--- config.mk ---
export PLATFORM = sky130hd
export DESIGN_NAME = ex_mem_req_stage
export DESIGN_NICKNAME = d
export VERILOG_FILES = /design/src/rtl/ex_mem_req_stage.sv
export SDC_FILE = /design/constraint.sdc
export NUM_CORES = 1
export LEC_CHECK = 0
export BUFFER_PORTS_ARGS = -buffer_cell sky130_fd_sc_hd__buf_4
export CAP_MARGIN = 20
export CORE_MARGIN = 1.5
export CORE_UTILIZATION = 23
export DETAILED_ROUTE_END_ITERATION = 10
export PLACE_DENSITY = 0.45
export SYNTH_ARGS = -nofsm -noshare
export SYNTH_HDL_FRONTEND = slang
export SYNTH_SLANG_ARGS = --single-unit
--- constraint.sdc ---
create_clock -name clk -period 2 [get_ports clk]
set_input_delay 0.5 -clock clk [delete_from_list [all_inputs] [get_ports clk]]
set_output_delay 0.5 -clock clk [all_outputs]
set_load 0.02 [all_outputs]
--- src/rtl/ex_mem_req_stage.sv ---
// ex_mem_req_stage: EX pipeline register and data-SRAM request issuer.
// Drains requests the bus has already seen, and their orphaned responses, after a flush.
module ex_mem_req_stage #(
    parameter int PAY_W = 64
) (
    input  logic             clk,
    input  logic             resetn,
    input  logic             id_to_ex_valid,
    output logic             ex_allowin,
    input  logic             id_op_load,
    input  logic             id_op_store,
    input  logic [1:0]       id_size,
    input  logic [31:0]      id_base,
    input  logic [31:0]      id_offset,
    input  logic [31:0]      id_st_data,
    input  logic [PAY_W-1:0] id_payload,
    input  logic             mem_allowin,
    input  logic             mem_block_req,
    input  logic             mem_wait_data_ok,
    input  logic             flush,
    output logic             data_sram_req,
    output logic             data_sram_wr,
    output logic [1:0]       data_sram_size,
    output logic [3:0]       data_sram_wstrb,
    output logic [31:0]      data_sram_addr,
    output logic [31:0]      data_sram_wdata,
    input  logic             data_sram_addr_ok,
    input  logic             data_sram_data_ok,
    output logic             ex_to_mem_valid,
    output logic [31:0]      ex_to_mem_vaddr,
    output logic             ex_to_mem_ale,
    output logic             ex_to_mem_wait_data_ok,
    output logic [PAY_W-1:0] ex_to_mem_payload,
    output logic             mem_data_ok_mask
);
    typedef enum logic [1:0] {RUN, ABORT, DRAIN} state_t;
    state_t state, state_nxt;
    logic ex_valid, op_load, op_store, issued, req_seen;
    logic [1:0] size, drain_cnt, cnt_nxt;
    logic [31:0] vaddr, st_data;
    logic [PAY_W-1:0] payload;
    logic run, is_mem, ale, need_req, hit, ready_go, capture, debt;

    assign run      = state == RUN;
    assign is_mem   = op_load | op_store;
    assign ale      = is_mem & ((size == 2'd1 & vaddr[0]) | (size == 2'd2 & |vaddr[1:0]));
    assign need_req = ex_valid & is_mem & ~ale & ~issued & ~mem_block_req;
    // once the bus has seen req it stays up until addr_ok, flush or not
    assign data_sram_req = run & (need_req & ~flush | req_seen) | state == ABORT;
    assign hit      = data_sram_req & data_sram_addr_ok;
    assign ready_go = ~is_mem | ale | mem_block_req | issued | hit;
    assign ex_allowin = run & (~ex_valid | ready_go & mem_allowin);
    assign capture  = id_to_ex_valid & ex_allowin & ~flush;

    assign data_sram_wr    = op_store;
    assign data_sram_size  = size;
    assign data_sram_addr  = vaddr;
    assign data_sram_wstrb = ~op_store ? 4'b0000 :
                             size == 2'd0 ? 4'b0001 << vaddr[1:0] :
                             size == 2'd1 ? (vaddr[1] ? 4'b1100 : 4'b0011) : 4'b1111;
    assign data_sram_wdata = size == 2'd0 ? {4{st_data[7:0]}} :
                             size == 2'd1 ? {2{st_data[15:0]}} : st_data;

    assign ex_to_mem_valid        = ex_valid & ready_go & ~flush & run;
    assign ex_to_mem_vaddr        = vaddr;
    assign ex_to_mem_ale          = ale;
    assign ex_to_mem_wait_data_ok = issued | hit;
    assign ex_to_mem_payload      = payload;
    // MEM was flushed too, so any data_ok seen outside RUN belongs to nobody
    assign mem_data_ok_mask       = ~run;

    always_comb begin
        state_nxt = state;
        cnt_nxt   = drain_cnt;
        debt      = mem_wait_data_ok & ~data_sram_data_ok;
        if (run) begin
            if (flush & req_seen & ~data_sram_addr_ok) begin
                state_nxt = ABORT;
                cnt_nxt   = {1'b0, debt};
            end else if (flush & (issued | hit)) begin
                state_nxt = DRAIN;
                cnt_nxt   = 2'd1 + {1'b0, debt};
            end else if (flush & debt) begin
                state_nxt = DRAIN;
                cnt_nxt   = 2'd1;
            end
        end else begin
            cnt_nxt = drain_cnt + 2'(state == ABORT & data_sram_addr_ok)
                    - 2'(data_sram_data_ok & |drain_cnt);
            if (state == DRAIN | data_sram_addr_ok)
                state_nxt = cnt_nxt == 2'd0 ? RUN : DRAIN;
        end
    end

    always_ff @(posedge clk or negedge resetn) begin
        if (!resetn) begin
            state     <= RUN;
            drain_cnt <= 2'd0;
            ex_valid  <= 1'b0;
            issued    <= 1'b0;
            req_seen  <= 1'b0;
            op_load   <= 1'b0;
            op_store  <= 1'b0;
            size      <= 2'd0;
            vaddr     <= 32'd0;
            st_data   <= 32'd0;
            payload   <= '0;
        end else begin
            state     <= state_nxt;
            drain_cnt <= cnt_nxt;
            ex_valid  <= ex_allowin ? capture : ex_valid & ~flush;
            issued    <= (flush | ex_allowin | ~run) ? 1'b0 : hit ? 1'b1 : issued;
            req_seen  <= (capture | hit) ? 1'b0 : (data_sram_req & ~data_sram_addr_ok) ? 1'b1 : req_seen;
            if (capture) begin
                op_load  <= id_op_load;
                op_store <= id_op_store;
                size     <= id_size;
                vaddr    <= id_base + id_offset;
                st_data  <= id_st_data;
                payload  <= id_payload;
            end
        end
    end
endmodule

After elaboration in Yosys (flattened, before gate mapping)
Index checks and enable logic that the tools add are counted.
- input port bits: 173
- memory bits (read-only): 0
- bits in latches: 0
- memories: 0
- output and inout bits: 173
- memory bits (writable): 0
- register bits after elaboration: 139
- multiply operators: 0
- bitwise logic cells: 49
- $add $sub $neg: 4
- multiplexer cells: 21
- order comparisons: 0
- div/mod/pow operators: 0
- shifts and indexed selects: 1
- eq/ne operators: 5
- reduce and logical (&&, ||, !) cells: 9
- operators with widths (kind ; count):
    $mux W32 ; 2
    $add A32 B32 Y32 ; 1
    $and A1 B1 Y1 ; 26
    $mux W2 ; 10
    $mux W4 ; 4
    $or A1 B1 Y1 ; 14
    $not A1 Y1 ; 9
    $logic_not A2 Y1 ; 3
    $reduce_bool A2 Y1 ; 3
    $mux W1 ; 5
    $eq A2 B1 Y1 const B ; 2
    $eq A2 B2 Y1 const B ; 2
    $ne A4 B1 Y1 const B ; 1
    $reduce_or A2 Y1 ; 2
    $shl A1 B2 Y4 const A ; 1
    $add A1 B1 Y2 const A ; 1
    $add A2 B1 Y2 ; 1
    $reduce_and A2 Y1 ; 1
    $sub A2 B1 Y2 ; 1

Longest topological paths before layout
Gate-level depths: netlist (run 1).
- depth in word-level cells: 21
- depth in mapped cells: 12
- gate-level depth less buffers: 12

Least setup slack after synthesis (run 1)
No wires, ideal clock.
- path kind: reg-to-reg
- start: register vaddr[0], in the netlist data_sram_addr[0]
- end: register drain_cnt[0]
- setup slack: -733 ps
- arrival time: 2609 ps
- stages on the path, launching flop included: 9
- clock period less this slack: 2733 ps
- setup time: 125 ps
- data required time: 1875 ps
- path through: dfrtp_1 -> nor2_1 -> o22ai_1 -> o31ai_1 -> nand2_1 -> nand2b_1 -> nor3b_1 -> o21ai_0 -> mux2_2
- longest elaborated chain between the ends: 18
- elaborated cells between the ends (all ways): 20
- ends and longest elaborated chain (item ; RTL line ; text):
    start: declaration ; 40 ; logic [31:0] vaddr, st_data;
    start signal: assignment ; 118 ; vaddr <= id_base + id_offset;
    $reduce_or A2 Y1 ; 46 ; assign ale = is_mem & ((size == 2'd1 & vaddr[0]) | (size == 2'd2 & |vaddr[1:0]));
    $and A1 B1 Y1 ; 46 ;
    $or A1 B1 Y1 * ; 46 ;
    $and A1 B1 Y1 * ; 46 ;
    $not A1 Y1 * ; 47 ; assign need_req = ex_valid & is_mem & ~ale & ~issued & ~mem_block_req;
    $and A1 B1 Y1 * (3 in a row) ; 47 ;
    $and A1 B1 Y1 * ; 49 ; assign data_sram_req = run & (need_req & ~flush | req_seen) | state == ABORT;
    $or A1 B1 Y1 * ; 49 ;
    [... 2 more ...] ; n/a ;
    net data_sram_req ; 21 ; output logic data_sram_req,
    $and A1 B1 Y1 * ; 50 ; assign hit = data_sram_req & data_sram_addr_ok;
    $or A1 B1 Y1 * ; n/a ;
    net ex_to_mem_wait_data_ok ; 32 ; output logic ex_to_mem_wait_data_ok,
    $and A1 B1 Y1 * ; 80 ; end else if (flush & (issued | hit)) begin
    $mux W2 ; 80 ;
    $mux W2 ; 77 ; if (flush & req_seen & ~data_sram_addr_ok) begin
    $mux W2 ; 76 ; if (run) begin
    end signal: assignment ; 110 ; drain_cnt <= cnt_nxt;
    end: declaration ; 39 ; logic [1:0] size, drain_cnt, cnt_nxt;
The timed path passes the listed nets; every way through them passes the cells marked *.
A chain may end at the register's enable or synchronous reset.

Worst setup path in the final report (run 1)
- start: input port id_base[0]
- end: register vaddr[30], in the netlist data_sram_addr[30]
- longest elaborated chain between the ends: 1
- ends and longest elaborated chain (item ; RTL line ; text):
    start: declaration ; 13 ; input logic [31:0] id_base,
    $add A32 B32 Y32 ; 118 ;
Every way passes these cells.

==> results of run 1 <==
[kinds of logic after synthesis]
kind of cell               Yosys count
AOI/OAI and AO/OA                  152
muxes                               27
adders and majority gates           34
DFF                                139
xor gates and xnor gates            19
buffers and inverters               93
and+or+nand+nor                    439
[critical path, cell delays in order]
cell and delay (ns):
buf_8 0.10, ha_4 0.17, inv_2 0.05, fa_2 0.20, nor2b_2 0.04, o21ai_2 0.14
a21boi_2 0.08, o31a_1 0.27, o211ai_1 0.18, buf_4 0.16, a31oi_4 0.11, o41ai_4 0.32
nor3b_2 0.21, o31ai_1 0.09
[stage by stage]
stage | total power [uW] | instances | util (%) | setup WS [ns] | TNS [ns]
after global placement | 14900 | 1743 | 36.0 | -0.961 | -28.23
final | 21600 | 1853 | 45.9 | -0.327 | -27.28
after detailed placement | 14900 | 1743 | 36.0 | -0.953 | -29.51
after global routing | 22800 | 1852 | 45.9 | -0.431 | -42.23
after floorplan | 10600 | 903 | - | -0.442 | -5.46
after CTS | 20000 | 1816 | 41.2 | -0.368 | -26.21
[sequential cells by signal (all words and copies together), names as in the netlist, 2 cells and up]
register           flops
data_sram_addr        32
ex_to_mem_payload     64
st_data               32
state                  2
drain_cnt              2
data_sram_size         2
[layout by cell type, fill, tap and decap left out, drive strengths merged, types with 2 or more instances in the layout]
| cell type | synthesis | routed |
|---|---|---|
| a211o | 2 | 2 |
| a211oi | 10 | 10 |
| a21boi | 6 | 6 |
| a21o | 9 | 9 |
| a21oi | 25 | 25 |
| a31oi | 5 | 5 |
| and3 | 4 | 4 |
| and4 | 2 | 2 |
| buf | 56 | 534 |
| bufinv | 0 | 4 |
| clkbuf | 17 | 34 |
| clkinv | 0 | 3 |
| dfrtp | 139 | 139 |
| ha | 33 | 33 |
| inv | 20 | 22 |
| mux2 | 19 | 19 |
| mux2i | 8 | 8 |
| nand2 | 367 | 367 |
| nand2b | 5 | 5 |
| nand3 | 13 | 14 |
| nor2 | 22 | 22 |
| nor2b | 6 | 6 |
| nor3 | 9 | 9 |
| nor3b | 3 | 3 |
| o211ai | 4 | 4 |
| o21a | 19 | 19 |
| o21ai | 45 | 45 |
| o21bai | 2 | 2 |
| o221ai | 2 | 2 |
| o22ai | 2 | 2 |
| o31ai | 13 | 13 |
| or3 | 3 | 3 |
| xnor2 | 10 | 10 |
| xor2 | 9 | 9 |
[final cells by class]
type	instances	share of cell area, %
inverters	20	0.500
diodes	1	0.0167
well taps	442	3.68
flip-flops and latches	139	23.2
clock buffers	22	3.22
multi-input cells	672	34.6
clock inverters	10	1.07
repair buffers	547	33.7
[metal layers]
layer / global-route usage [%] / part of all wire [%] / vias to the layer above
met5: 0 / 0 / -
met4: 4.16 / 1.1 / 0
met3: 3.85 / 5.4 / 20
met2: 29.4 / 51 / 234
met1: 20.6 / 43 / 3901
li1: - / - / 3963
[report_power, final]
group	switching [uW]	leakage, uW	total, uW	internal, uW
Combinational	6300	0.00548	12600	6330
Clock	1300	0.000317	3530	2230
Sequential	1320	0.00172	5440	4120
[worst max-delay path by stage]
stage / slack, ns / start / endpoint
3_3_place_gp: -0.96 / id_base[0] / data_sram_addr[30]$_DFFE_PN0P_
2_1_floorplan: -0.44 / id_base[0] / data_sram_addr[30]$_DFFE_PN0P_
6_report: -0.33 / id_base[0] / data_sram_addr[30]$_DFFE_PN0P_
5_1_grt: -0.43 / id_base[0] / data_sram_addr[30]$_DFFE_PN0P_
3_5_place_dp: -0.95 / id_base[0] / data_sram_addr[30]$_DFFE_PN0P_
4_1_cts: -0.37 / state[0]$_DFFE_PN0P_ / ex_allowin
[repair_timing]
item | 4_1_cts | 5_1_grt
gates resized for setup | 158 | 319
cloned | 6 | 15
buffers inserted | 36 | 33
hold buffers | 1 | 0
pin swaps | 51 | 184
endpoints found under the hold margin | 27 | 0
setup endpoints to repair | 135 | 169
==> metrics.md, run 1 <==
| Metric | Value |
|---|---|
| Synthesized area | around 7700 um2 |
| Complex-gate fraction of the synthesized area | a little over an eighth |
| CP endpoint kind | flop |
| Final setup fails | between 150 and 200 |
| Antenna violations before repair | 1 |
| Num CTS Buffers | 17 |
| Nets@finish | around 1600 |
| Post-DP Area | about 12000 um2 |
| Top post-synthesis cells by area | dfrtp_1 (45%), nand2_1 (18%), ha_1 (5.4%) |
| Synth top cells by count | nand2_1 (367), dfrtp_1 (139), o21ai_0 (43) |
| DIE AREA | between 30000 and 40000 um2 |
| RSZ-0062 raised after global routing | true |
| Antenna-violating nets left | 0 |
| Largest family of logic cells by synthesized area | simple AND/OR/NAND/NOR gates |
| WHS Endpoint | ex_to_mem_payload[32]$_DFFE_PN0P_ |
| Routed WL per cell | 17.0 um |
| CP Launch Type | primary input |
| WHS Path Cells | 3 |
| Critical R2R Launch | state[1]$_DFFE_PN0P_ |
| Max-slew headroom | approximately two thirds |
| Final period utilization | 116% |
| Vias in the first global route | 7802 |
| Gate Count Post-Synth | roughly 900 |
| Largest net degree at the start of global routing | 35 |
| Req. time, crit path | about 2.3 ns |
| Synth Register Bits | about 140 |
| PD cells | about 1400 nW/um2 |
| Count leader, synth | nand2_1 |
| FF+latch area | 3480 um2 |
| Max Cap Viol | 0 |
| FF-to-FF End | st_data[11]$_DFFE_PN0P_ |
| Synth Area in XOR/XNOR | 2.17% |
| Via count | 8118 |
| Least-Margin Pin Slew | 0.521 ns |
| Outcome | finished with violations |
| Clock sink count | ~140 |
| All-Layer GR Usage | between 10% and 20% |
| Multiplexer share of the synthesized area | under 10% |
| Register area share after synthesis | a little under half |
| DRT Pass-1 Iters | 4 |
| Vias/cell | 4.38 |
| Synth warnings | 0 |
| Violations in the final reports | negative setup slack |
| Crit Path Class | primary input to flop |
| Reg2Reg Depth | 12 |
| DRT Wirelength | 31400 um |
| Synth top area share | ~45% |
| Grt ovf | 0 |
| Fmax | 430 MHz |
| Main synth FF type | dfrtp_1 |
| Post-synthesis cell type count | 57 |
| Row cnt | 66 |
| Hold WS | 0.256 ns |
| R2R setup slack | -0.22 ns |
| Final Cell Area | roughly 15000 um2 |
| Final HPWL DP | between 20000 and 25000 um |
| Fin. max-slew vios | 0 |
| Synth async-reset ratio | between 90% and 100% |
| Peak supply drop | around 650 uV |
| Ratio of cells with drive above 1 in the final layout | 61.8% |
| Port Buffers | roughly 350 |
| H-tree Lvls | 4 |
| Iteration-0 DRC Markers | 275 |
| Synth area leader | dfrtp_1 |
| Skew-Pair Late Insertion Delay | around 0.43 ns |
| Clock Skews | about 0.016 ns |
| Area share of and/or/nand/nor cells after synthesis | 23.2% |
| Root buffer cell | clkbuf_16 |
| CP max FO | 3 |
| Initial Util | approximately a quarter |
| Adder-cell share of the synthesized area | between 5 and 6% |
| Tmin final | between 2 and 2.5 ns |
| Core area | 32700 um2 |
| Placer congestion estimate | just over 0.8 |
| Setup WS post-layout | -0.327 ns |
| Fill cells | ~3300 |
| First-pass GRT wire length | approximately 44000 um |
| Syn avg cell area | 8.50 um2 |
| Multi-input logic area | about 5200 um2 |
| Final hold vios | 0 |
| Min-delay src | id_payload[32] |
| Leakage power | 0.00752 uW |
| CTS tree | yes |
| Post-synth EDFFs | 0 |
| Worst Path Arrival | between 2 and 3 ns |
| Die height | approximately 190 um |
| Area growth, synth to finish | 95.7% |
| Syn_nets | 1110 |
| Reg clk slew, reported paths | roughly 0.07 ns |
| HP Class | primary input to flop |
| Worst-case clock buffer depth | 2 |
| Io pins | between 300 and 400 |
| DRC | 0 |
| Width of the die | 186 um |
Power figures use the tool's default switching activity.
==> run 2: changes to the inputs <==
Settings changed: SKIP_LAST_GASP set to 1.
==> run 2 against run 1 <==
  * The run still ends with negative setup slack left
  * Wire length decreased by 0.89%
  * First-iteration DRC count grew 10%
  * Clock power about the same
  * Global-route usage hardly changed
  * Non-clock buffer count shrank 10
  * Worst hold slack improved by 0.0020 ns
  * Sequential cell count stayed put
  * Largest power group unchanged
  * Highest routed layer unchanged
==> metrics.md, run 2 (synthesis gave the netlist of run 1 again) <==
| Metric | Value |
|---|---|
| Placer congestion estimate | 0.825 |
| Reg2Reg Depth | 10 |
| DRT Wirelength | between 30000 and 40000 um |
| Iteration-0 DRC Markers | between 300 and 400 |
| HP Class | primary input to flop |
| Port Buffers | 345 |
| Outcome | finished with violations |
| Worst Path Arrival | around 2.6 ns |
| Leakage power | ~0.0073 uW |
| Reg clk slew, reported paths | roughly 0.070 ns |
| Critical path endpoint | data_sram_addr[30]$_DFFE_PN0P_ |
| Width of the die | 186 um |
| Antenna-violating nets left | 0 |
| Worst-case clock buffer depth | 2 |
| Core area | roughly 33000 um2 |
| M1 wire length | between 10000 and 15000 um |
| Combinational share of power | around 57% |
| All-Layer GR Usage | approximately 17% |
| Area growth, synth to finish | 91.2% |
| FF-to-FF End | data_sram_addr[30]$_DFFE_PN0P_ |
| Met3 WL | roughly 1700 um |
| Crit Path Class | primary input to flop |
| Internal power | between 10000 and 15000 uW |
| Fmax | roughly 430 MHz |
| Final period utilization | 116% |
| Slowest stage delay, CP | 0.32 ns |
| Critical R2R Launch | state[0]$_DFFE_PN0P_ |
| Layout Cells excl Fill | approximately 1800 |
| Highest metal used | met4 |
| Row cnt | 66 |
| Nets@finish | 1593 |
| Initial Util | roughly a quarter |
| Sw Pwr | 8780 uW |
| Final HPWL DP | around 22000 um |
| PD cells | roughly 1400 nW/um2 |
| Crit path buf inv count | 3 |
| Violations in the final reports | negative setup slack |
| Skew-Pair Late Insertion Delay | 0.44 ns |
| Clock Skews | between 0.015 and 0.02 ns |
| Largest net degree at the start of global routing | 35 |
| Final setup fails | between 150 and 200 |
| Die height | around 190 um |
| Vias/cell | roughly 4.4 |
| DIE AREA | roughly 34000 um2 |
| Root buffer cell | clkbuf_16 |
| Routed wl met2 | roughly 16000 um |
| Sequential Power Share | 25.8% |
| CP max FO | 3 |
| Final Cell Area | 14700 um2 |
| DRT Pass-1 Iters | 4 |
| CP delay by family, top | compound AO/OA/AOI/OAI gates |
| Least-Margin Pin Slew | 0.517 ns |
| Most frequent cells in the layout | buf_4 (425), nand2_1 (235), dfrtp_1 (135) |
| Number of flip-flops in the largest register | between 60 and 70 |
| Setup WS post-layout | -0.328 ns |
| R2R setup slack | -0.22 ns |
| Io pins | 346 |
| Final hold vios | 0 |
| Routed WL per cell | around 17 um |
| RSZ-0062 raised after global routing | true |
| Via count | ~8100 |
| Tmin final | between 2 and 2.5 ns |
| Critical Path Stages | 14 |
| Num CTS Buffers | 17 |
| Req. time, crit path | ~2.3 ns |
| Clock sink count | ~140 |
| Commonest non-fill, non-tap cell in the layout | buf_4 |
| Sw frac | between 40% and 50% |
| Ratio of cells with drive above 1 in the final layout | 59.5% |
| Placed cells | between 1500 and 2000 |
| Fin. max-slew vios | 0 |
| Clock power share | ~17% |
| CP Launch Type | primary input |
| Grt ovf | 0 |
| DRC | 0 |
| Vias in the first global route | about 7800 |
| Post-place setup slack | -0.953 ns |
| CTS tree | yes |
| CP startpoint | id_base[0] |
| Max-slew headroom | between 60% and 70% |
| First-pass GRT wire length | 43700 um |
| Antenna violations before repair | 1 |
| Critical path's slowest cell | o41ai_4 |
| Post-DP Area | between 10000 and 15000 um2 |
| H-tree Lvls | 4 |
| CP cell instances | buf_8, ha_4, inv_2, fa_2, nor2b_2, o21ai_2, a21boi_2, o31a_1, o211ai_1, buf_4, a31oi_4, o41ai_4, nor3b_2, o31ai_1 |
| Max Cap Viol | 0 |
| Peak supply drop | slightly above 600 uV |
| CP endpoint kind | flop |
==> run 2: cell types whose count changed in the layout (fill, tap and decap cells not counted), moves of 2 or more <==
cell,before,now
buf_12,25,19
buf_4,414,425
buf_6,81,63
buf_8,10,13
mux2_2,0,8
mux2_4,19,11
nand2_1,210,235
nand2_2,116,95
nand2_4,41,37
nor3_2,2,0
==> run 2: layer usage <==
metal  vias to the layer above  global-route usage [%]
li1                       3946                       -
met1                      3906                    20.6
met2                       244                    29.4
met3                        22                    3.83
met4                         0                    4.16
met5                         -                       0
==> run 2: worst reg2reg max path, stage by stage (launching register included) <==
cell	delay [ns]
dfrtp_1	0.42
nor2_4	0.16
nand3_4	0.10
a21boi_4	0.17
o31ai_4	0.10
a21oi_4	0.17
buf_6	0.13
nand3_4	0.18
buf_8	0.22
clkdlybuf4s18_2	0.25
o31ai_1	0.24
==> run 2: cell type report <==
cell class              count  area [um2]
repair buffers            537        4880
diodes                      1        2.50
inverters                  20        75.1
well taps                 442         553
multi-input cells         671        5040
clock inverters            10         160
clock buffers              22         484
fillers                  3281       18000
flip-flops and latches    139        3480
==> run 2: worst min-delay path by stage <==
stage / start / cells past startpoint / endpoint / slack, ns
final: id_payload[32] / 3 / ex_to_mem_payload[32]$_DFFE_PN0P_ / 0.26
after global routing: id_payload[57] / 3 / ex_to_mem_payload[57]$_DFFE_PN0P_ / 0.24
after CTS: id_payload[32] / 3 / ex_to_mem_payload[32]$_DFFE_PN0P_ / 0.22
after detailed placement: resetn / 1 / ex_to_mem_payload[11]$_DFFE_PN0P_ / 0.42
after global placement: resetn / 1 / ex_to_mem_payload[11]$_DFFE_PN0P_ / 0.42
after floorplan: resetn / 0 / data_sram_addr[0]$_DFFE_PN0P_ / 0.20
==> run 2: stage by stage <==
| step | hold slack (ns) | setup TNS, ns | util [%] | total power (uW) |
|---|---|---|---|---|
| 2_1_floorplan | 0.204 | -5.46 | - | 10600 |
| 3_3_place_gp | 0.425 | -28.23 | 36.0 | 14900 |
| 3_5_place_dp | 0.416 | -29.51 | 36.0 | 14900 |
| 4_1_cts | 0.219 | -26.77 | 41.0 | 19900 |
| 5_1_grt | 0.244 | -37.17 | 44.9 | 22300 |
| 6_report | 0.258 | -22.72 | 44.9 | 21100 |
==> run 2: power by group through the flow <==
stage | Sequential, uW | Combinational (uW) | Clock, uW
6_report | 5450 | 12100 | 3530
5_1_grt | 5620 | 12900 | 3770
4_1_cts | 5250 | 11000 | 3650
3_5_place_dp | 5240 | 9700 | 0
3_3_place_gp | 5220 | 9670 | 0
2_1_floorplan | 6110 | 4470 | 0
==> run 2: repair_timing <==
action / in CTS / in global routing
gates resized for setup: 138 / 269
endpoints found under the hold margin: 27 / 0
pin swaps: 50 / 197
endpoints found under the setup margin: 135 / 169
hold buffers: 1 / 0
setup buffers: 36 / 22
cloned: 6 / 14
==> run 3: changes to the inputs <==
Settings changed: BUFFER_PORTS_ARGS -buffer_cell sky130_fd_sc_hd__buf_4 to -buffer_cell sky130_fd_sc_hd__buf_2.
==> run 3 against run 2 <==
  * The run still ends with negative setup slack left
  * Count of clock-buffer cells in the layout down 2
  * Wire length is 0.52% lower
  * Setup slack got worse by 0.032 ns
  * Non-clock buffer count grew 27
  * Total power shrank 4.1%
  * Core utilization fell by 1.5 points
  * Critical path depth decreased by 8
  * Final cell count increased by 1.5%
  * Sequential share of layout area is 0.83 points higher
  * Clock skew shrank 0.00085 ns
  * Largest power group unchanged
==> metrics.md, run 3 (synthesis gave the netlist of run 1 again) <==
| Metric | Value |
|---|---|
| Violations in the final reports | negative setup slack |
| HP Class | primary input to flop |
| Number of flip-flops in the largest register | 64 |
| Vias in the first global route | about 7600 |
| Worst Path Arrival | between 1.5 and 2 ns |
| Outcome | finished with violations |
| Worst path most repeated cell | buf_6 |
| Req. time, crit path | about 1.5 ns |
| Reg clk slew, reported paths | roughly 0.07 ns |
| DRT Pass-1 Iters | 4 |
| Commonest non-fill, non-tap cell in the layout | buf_2 |
| Iteration-0 DRC Markers | between 400 and 500 |
| Crit Path Class | flop to output port |
| Final Cell Area | about 14000 um2 |
| Final HPWL DP | ~21000 um |
| Core area | around 33000 um2 |
| PD cells | ~1400 nW/um2 |
| CTS tree | yes |
| CP Launch Type | flop |
| Max-slew headroom | around three quarters |
| Critical path's slowest cell | dfrtp_2 |
| DRT Wirelength | approximately 31000 um |
| Grt ovf | 0 |
| Setup WS post-layout | -0.360 ns |
| Most frequent cells in the layout | buf_2 (304), nand2_1 (232), dfrtp_1 (135) |
| Fill cells | roughly 3200 |
| Clock sink count | between 100 and 150 |
| Total Power | around 20000 uW |
| Largest net degree at the start of global routing | between 40 and 50 |
| Nets@finish | roughly 1600 |
| Final setup fails | approximately 170 |
| First-pass GRT wire length | around 41000 um |
| Io pins | approximately 350 |
| Width of the die | between 150 and 200 um |
| Initial Util | roughly a quarter |
| Multi-input logic area | roughly 4900 um2 |
| Max Cap Viol | 0 |
| Setup TNS | -29.15 ns |
| Routed WL per cell | between 15 and 20 um |
| Antenna-violating nets left | 0 |
| Via count | slightly above 8000 |
| Hold WS | around 0.26 ns |
| Die height | approximately 190 um |
| Fmax | between 400 and 500 MHz |
| Num CTS Buffers | 17 |
| CP endpoint kind | output port |
| Leakage power | approximately 0.0073 uW |
| Area growth, synth to finish | 84.7% |
| Final period utilization | 118% |
| Placer congestion estimate | around 0.8 |
| Root buffer cell | clkbuf_16 |
| Ratio of cells with drive above 1 in the final layout | 59.5% |
| Port Buffers | ~350 |
| DIE AREA | 34500 um2 |
| Worst-case clock buffer depth | 2 |
| Vias/cell | between 4 and 5 |
| All-Layer GR Usage | roughly 16% |
| DRC | 0 |
| Fin. max-slew vios | 0 |
| Peak supply drop | between 700 and 800 uV |
| Row cnt | between 60 and 70 |
| CP cell instances | buf_12, o22ai_4, o31ai_4, a21oi_4, buf_6, buf_6 |
| RSZ-0062 raised after global routing | true |
| Post-DP Area | about 11000 um2 |
| H-tree Lvls | 4 |
| Final hold vios | 0 |
| FF+latch area | between 3000 and 4000 um2 |
| Antenna violations before repair | 2 |
| Clock Skews | 0.0142 ns |
| Tmin final | 2.36 ns |
| CP max FO | 5 |
| Least-Margin Pin Slew | ~0.39 ns |
| Slowest stage delay, CP | 0.48 ns |
| Skew-Pair Late Insertion Delay | 0.43 ns |
run 3: cell count changes in the layout (fill, tap and decap cells not counted), sizes merged:
cell / change
clkbuf: +7
inv: -1
clkinv: +2
clkinvlp: +1
bufinv: -1
clkdlybuf4s18: -1
diode: +2
buf: +19
run 3: what timing repair did:
action | in CTS | in global routing
cloned | 0 | 30
setup endpoints to repair | 127 | 170
resized for setup | 100 | 330
hold endpoints to repair | 25 | 0
hold buffers | 1 | 0
pin swaps | 33 | 204
setup buffers | 26 | 34
run 3: final cells by class:
type	count	area share, %
antenna	3	0.0529
clock buffer	20	3.29
clock inverter	11	1.01
inverter	20	0.547
multi-input combinational	671	34.7
sequential	139	24.6
tap	442	3.90
timing repair buffer	564	32.0
run 3: worst max-delay path, delay by kind of cell (launching register included):
| family | cells | cell delay [ns] |
|---|---|---|
| AOI/OAI and AO/OA | 3 | 0.58 |
| buffers and inverters | 3 | 0.38 |
| DFF | 1 | 0.48 |
run 3: per-stage QoR:
| step | setup WS (ns) | std cells | util [%] |
|---|---|---|---|
| 5_1_grt | -0.467 | 1869 | 43.4 |
| 3_5_place_dp | -0.971 | 1752 | 33.6 |
| 6_report | -0.360 | 1870 | 43.4 |
| 2_1_floorplan | -0.442 | 903 | - |
| 4_1_cts | -0.350 | 1809 | 37.3 |
| 3_3_place_gp | -0.960 | 1752 | 33.6 |
run 3: path summary, 6_finish.rpt:
| kind | from | endpoint | slack, ns | cells after the start |
|---|---|---|---|---|
| worst max-delay path | data_sram_size[1]$_DFFE_PN0P_ | ex_allowin | -0.36 | 6 |
| worst min register to register | ex_to_mem_payload[20]$_DFFE_PN0P_ | ex_to_mem_payload[20]$_DFFE_PN0P_ | 0.46 | 2 |
| max in group asynchronous | resetn | data_sram_addr[1]$_DFFE_PN0P_ | 0.88 | 3 |
| worst min-delay path | id_payload[35] | ex_to_mem_payload[35]$_DFFE_PN0P_ | 0.26 | 3 |
| min in group asynchronous | resetn | ex_to_mem_payload[11]$_DFFE_PN0P_ | 0.53 | 2 |
| worst max register to register | data_sram_size[1]$_DFFE_PN0P_ | st_data[6]$_DFFE_PN0P_ | -0.24 | 11 |
run 3: where the power goes:
part	total [uW]	internal [uW]	switching [uW]
clock network	3390	2050	1330
logic	11500	5410	6130
registers	5330	4120	1200
total	20200	11600	8660
run 3: layer usage:
layer	part of all wire [%]	global-route usage (%)	wire [um]
met1	43	19.5	13500
met2	50	27.3	15400
met3	5.6	3.46	1750
met4	1.3	3.71	410
met5	0	0	0
